===== src/rtl/sub_16_seq.sv =====
// Multicycle subtractor: d = a - b - bin, DIGIT_W bits per clock, LSB digit first.
// Define SUB_FLAGS_EN to add the zero and signed-overflow flag outputs.
module sub_16_seq #(
    parameter int unsigned WIDTH   = 16,
    parameter int unsigned DIGIT_W = 4
) (
    input  logic             clk,
    input  logic             rst_n,
    input  logic             start,
    input  logic [WIDTH-1:0] a,
    input  logic [WIDTH-1:0] b,
    input  logic             bin,
    output logic [WIDTH-1:0] d,
    output logic             bout,
    output logic             busy,
    output logic             done
`ifdef SUB_FLAGS_EN
    ,
    output logic             zero,
    output logic             ovf
`endif
);

    localparam int unsigned N     = WIDTH / DIGIT_W;
    localparam int unsigned CNT_W = (N > 1) ? $clog2(N) : 1;

    typedef enum logic [1:0] {IDLE, RUN, DONE} state_t;

    state_t             state, state_n;
    logic [CNT_W-1:0]   cnt, cnt_n;
    logic [WIDTH-1:0]   a_q, a_n, b_q, b_n;
    logic               brw, brw_n;
    logic [WIDTH-1:0]   d_n;
    logic               bout_n, busy_n, done_n;
    logic [DIGIT_W:0]   dig_res;
    logic [WIDTH-1:0]   d_shift;
`ifdef SUB_FLAGS_EN
    logic               a_msb, a_msb_n, b_msb, b_msb_n;
    logic               zero_n, ovf_n;
`endif

    // One digit per cycle; operands shift right so the low digit is always the active one.
    always_comb begin
        dig_res = {1'b0, a_q[DIGIT_W-1:0]} - {1'b0, b_q[DIGIT_W-1:0]}
                - {{DIGIT_W{1'b0}}, brw};
        d_shift = {dig_res[DIGIT_W-1:0], d[WIDTH-1:DIGIT_W]};
    end

    // Next-state and registered-output logic.
    always_comb begin
        state_n = state;
        cnt_n   = cnt;
        a_n     = a_q;
        b_n     = b_q;
        brw_n   = brw;
        d_n     = d;
        bout_n  = bout;
        busy_n  = busy;
        done_n  = 1'b0;
`ifdef SUB_FLAGS_EN
        a_msb_n = a_msb;
        b_msb_n = b_msb;
        zero_n  = zero;
        ovf_n   = ovf;
`endif
        case (state)
            IDLE, DONE: begin
                if (start) begin
                    a_n     = a;
                    b_n     = b;
                    brw_n   = bin;
                    cnt_n   = '0;
                    busy_n  = 1'b1;
                    state_n = RUN;
`ifdef SUB_FLAGS_EN
                    a_msb_n = a[WIDTH-1];
                    b_msb_n = b[WIDTH-1];
`endif
                end else if (state == DONE) begin
                    state_n = IDLE;
                end
            end
            RUN: begin
                d_n   = d_shift;
                a_n   = a_q >> DIGIT_W;
                b_n   = b_q >> DIGIT_W;
                brw_n = dig_res[DIGIT_W];
                cnt_n = cnt + CNT_W'(1);
                if (cnt == CNT_W'(N - 1)) begin
                    bout_n  = dig_res[DIGIT_W];
                    busy_n  = 1'b0;
                    done_n  = 1'b1;
                    state_n = DONE;
`ifdef SUB_FLAGS_EN
                    zero_n  = (d_shift == '0);
                    ovf_n   = (a_msb != b_msb) && (d_shift[WIDTH-1] != a_msb);
`endif
                end
            end
            default: state_n = IDLE;
        endcase
    end

    always_ff @(posedge clk or negedge rst_n) begin
        if (!rst_n) state <= IDLE;
        else        state <= state_n;
    end

    // Datapath and output registers; reset discards any in-flight result.
    always_ff @(posedge clk or negedge rst_n) begin
        if (!rst_n) begin
            cnt   <= '0;
            a_q   <= '0;
            b_q   <= '0;
            brw   <= 1'b0;
            d     <= '0;
            bout  <= 1'b0;
            busy  <= 1'b0;
            done  <= 1'b0;
`ifdef SUB_FLAGS_EN
            a_msb <= 1'b0;
            b_msb <= 1'b0;
            zero  <= 1'b0;
            ovf   <= 1'b0;
`endif
        end else begin
            cnt   <= cnt_n;
            a_q   <= a_n;
            b_q   <= b_n;
            brw   <= brw_n;
            d     <= d_n;
            bout  <= bout_n;
            busy  <= busy_n;
            done  <= done_n;
`ifdef SUB_FLAGS_EN
            a_msb <= a_msb_n;
            b_msb <= b_msb_n;
            zero  <= zero_n;
            ovf   <= ovf_n;
`endif
        end
    end

endmodule


===== config.mk =====
export PLATFORM = sky130hd
export DESIGN_NAME = sub_16_seq
export DESIGN_NICKNAME = d
export VERILOG_FILES = /design/src/rtl/sub_16_seq.sv
export SDC_FILE = /design/constraint.sdc
export NUM_CORES = 1
export LEC_CHECK = 0
export CORE_ASPECT_RATIO = 1.5
export CORE_MARGIN = 2
export CORE_UTILIZATION = 50
export DETAILED_ROUTE_END_ITERATION = 8
export PLACE_DENSITY = 0.75
export SLEW_MARGIN = 20
export SYNTH_ARGS = -nofsm -noshare
export SYNTH_HDL_FRONTEND = slang
export SYNTH_SLANG_ARGS = --single-unit

===== constraint.sdc =====
create_clock -name clk -period 2.09 [get_ports clk]
set_input_delay 0.209 -clock clk [delete_from_list [all_inputs] [get_ports clk]]
set_output_delay 0.209 -clock clk [all_outputs]
set_load 0.02 [all_outputs]

==> results of run 1 <==
==> layout make-up <==
cell class	instances	area, um^2	share of cell area, %
flip-flops and latches	56	1400	44.1
well taps	66	82.6	2.60
clock inverters	2	10.0	0.315
clock buffers	6	82.6	2.60
repair buffers	64	626	19.7
inverters	10	37.5	1.18
multi-input cells	157	936	29.5
==> worst max-delay path: stages (launching register included) <==
cell,delay (ps)
dfrtp_1,410
fa_1,440
inv_1,80
fa_1,210
and3b_1,180
a2bb2oi_1,200
o221ai_1,140
==> through the flow <==
stage	cell area, um^2	power [uW]	hold WS (ps)
2_1_floorplan	2500	3700	-86.6
3_3_place_gp	3070	4330	177
3_5_place_dp	3070	4440	179
4_1_cts	3180	5030	383
5_1_grt	3180	5450	403
6_report	3180	4980	368
==> flip-flops by register name, summed over array words and instances, names as in the netlist <==
register / cells
a_q: 16
b_q: 16
d: 16
cnt: 2
state: 2
bout: 1
brw: 1
busy: 1
done: 1
==> how the worst max path moves through the flow <==
stage	startpoint	endpoint	depth (start not counted)
final	a_q[0]	brw	6
after global routing	a_q[0]	brw	6
after CTS	a_q[0]	brw	6
after detailed placement	a_q[0]	brw	6
after global placement	brw	brw	7
after floorplan	a_q[0]	brw	6
==> power groups by stage <==
stage          Clock [uW]  Sequential (uW)  Combinational, uW
4_1_cts               606             1860               2570
3_5_place_dp            0             1880               2560
6_report              595             1850               2530
2_1_floorplan           0             2020               1680
3_3_place_gp            0             1860               2470
5_1_grt               672             1910               2860
==> cells by family after synthesis <==
logic type	count (synthesis)
AO/OA/AOI/OAI	51
XOR/XNOR	2
adder cells (fa/ha/maj)	9
buffers and inverters	26
flip-flops	56
AND/OR/NAND/NOR	95
==> routing by layer <==
layer / global-route usage [%] / up-vias
li1: - / 925
met1: 26.4 / 917
met2: 33.0 / 68
met3: 3.01 / 5
met4: 6.74 / 0
met5: 0 / -
==> placed cells by master (no fill, tap or decap), drive strengths merged, types with 7 or more instances in the layout <==
master | Yosys | final
inv | 10 | 10
dfrtp | 56 | 56
ha | 7 | 7
o21ai | 12 | 12
a22o | 9 | 9
nand2 | 61 | 61
nand3 | 21 | 21
buf | 16 | 10
clkdlybuf4s50 | 0 | 53
a22oi | 24 | 24
==> results.cfg, run 1 <==
[synthesis]
postSynthAreaPerCell_um2 = 10.5
synth_top_area_share_pct = 56.1
yosys.area_share.simple_pct = 16.9
async_flop_share_pct = 100
synth_edf_count = 0
yosysUniqueCellTypes = 28
synthAdderAreaFrac_pct = 5.11
synth_compound_area_share_pct = 14.6
yosys_warnings = 0
synthXorXnorAreaFrac_pct = 0.701
postSynthCellCount = 239
yosys-top-cells-area = dfrtp_1 (56%), nand2_1 (9.2%), a22oi_1 (7.2%)
synth_top_family_by_area = simple AND/OR/NAND/NOR gates
synth_largest_area_cell = dfrtp_1
yosysSeqAreaShare_pct = 56.1
synth_nets = 284
synth_top_cells_by_count = nand2_1 (61), dfrtp_1 (56), a22oi_1 (24)
synth_seq_cells = 56
syn-cell-area_um2 = 2500
ys.flop_type = dfrtp_1
yosysMostFrequentCell = nand2_1
synth_mux_area_share_pct = 0

[routing]
drt-pass1-iter-count = 4
routed.top_layer = met4
met1_length_um = 1970
via_count = 1915
wl_per_cell_um = 13.6
wl_met3_um = 236
drtIter0Drc = 67
wl_met2_um = 2640
avgViaCountPerCell = 5.30
drc = 0
ant_nets = 0
drt-total-wl_um = 4910

[finish]
fin_nets = 339
antenna_cells = 0
drive_gt1_share_pct = 7.46
fin_util_pct = 66.0
finalNonFillerCells = 361
syn2layout_area_growth_pct = 27.1
num-fill-cells = 417

[setup_path]
criticalPathCategory = flop to flop
crit_arrival_ps = 1970
worstSetupEndpointType = flop
worst-r2r-cell-count = 6
required_ps = 2260
start_kind = flop
timing.rr.end = brw
r2r_start = a_q[0]
crit_fanout = 3
r2r_slack_ps = 300

[clocking]
clock_path_buffers = 2
cts_root_buf = clkbuf_8
cts_setup_buffers = 0
clk_latency_ps = 310
cts.hold.buffers_added = 1
htree_levels = 2
cts_resized = 0
clock_sink_count = 56
cts_tree = yes
clk_pin_slew_ps = 100
numCtsBuffers = 5

[sta]
setup_viol = 0
setup_ws_ps = 295
tightest_slew_ps = 445
fmax_mhz = 557
post-route-min-period_ps = 1790
finalSetupTns_ps = 0
slew_headroom_pct = 70.4
final_max_slew_viol_count = 0
clock_skew_ps = 9.41
min_period_over_period_pct = 85.9
hold_violations = 0
rsz0062_at_grt = false

[global_routing]
grt_max_degree = 33
grt_pass1_wl_um = 8650
grt_pass1_vias = 1942
grt_overflow = 0
grt_usage_pct = 20.1
antenna_found_initial = 0

[die]
ioPinCount = 55
coreArea_um2 = 4810
die_h_um = 90.6
die_w_um = 61.7
dieArea_um2 = 5590
initial_utilization_pct = 52.0
row_count = 31

[placed_design]
dp.cells = 352
dpl.hpwl_um = 3610
port_buffers = 54
routabilityCongestion = 0.808
pre_cts_slack_ps = 295

[hold_path]
hp-class = input port to async pin

[power_and_ir_drop]
p_comb_share_pct = 50.8
peakVddDrop_mv = 0.812
power.share.clock_pct = 12.0
pwr-share-seq_pct = 37.2
cellPowerDensity_nw_per_um2 = 1570
intPower_uw = 2960
power.leakage_uw = 0.00152
netSwitchingPower_uw = 2010
swShare_pct = 40.4

[run_status]
status = finished, final reports clean

[flow_run]
maxCapViolations = 0
No activity file was read; power rests on OpenSTA's default activity.
==> run 2, diff against run 1 <==
--- a/config.mk
+++ b/config.mk
@@ -9,6 +9,7 @@
 export CORE_MARGIN = 2
 export CORE_UTILIZATION = 50
 export DETAILED_ROUTE_END_ITERATION = 8
+export GPL_ROUTABILITY_DRIVEN = 0
 export PLACE_DENSITY = 0.75
 export SLEW_MARGIN = 20
 export SYNTH_ARGS = -nofsm -noshare
==> results of run 2 <==
Same layout as run 1: the final DEF is identical, and so are final timing and power.
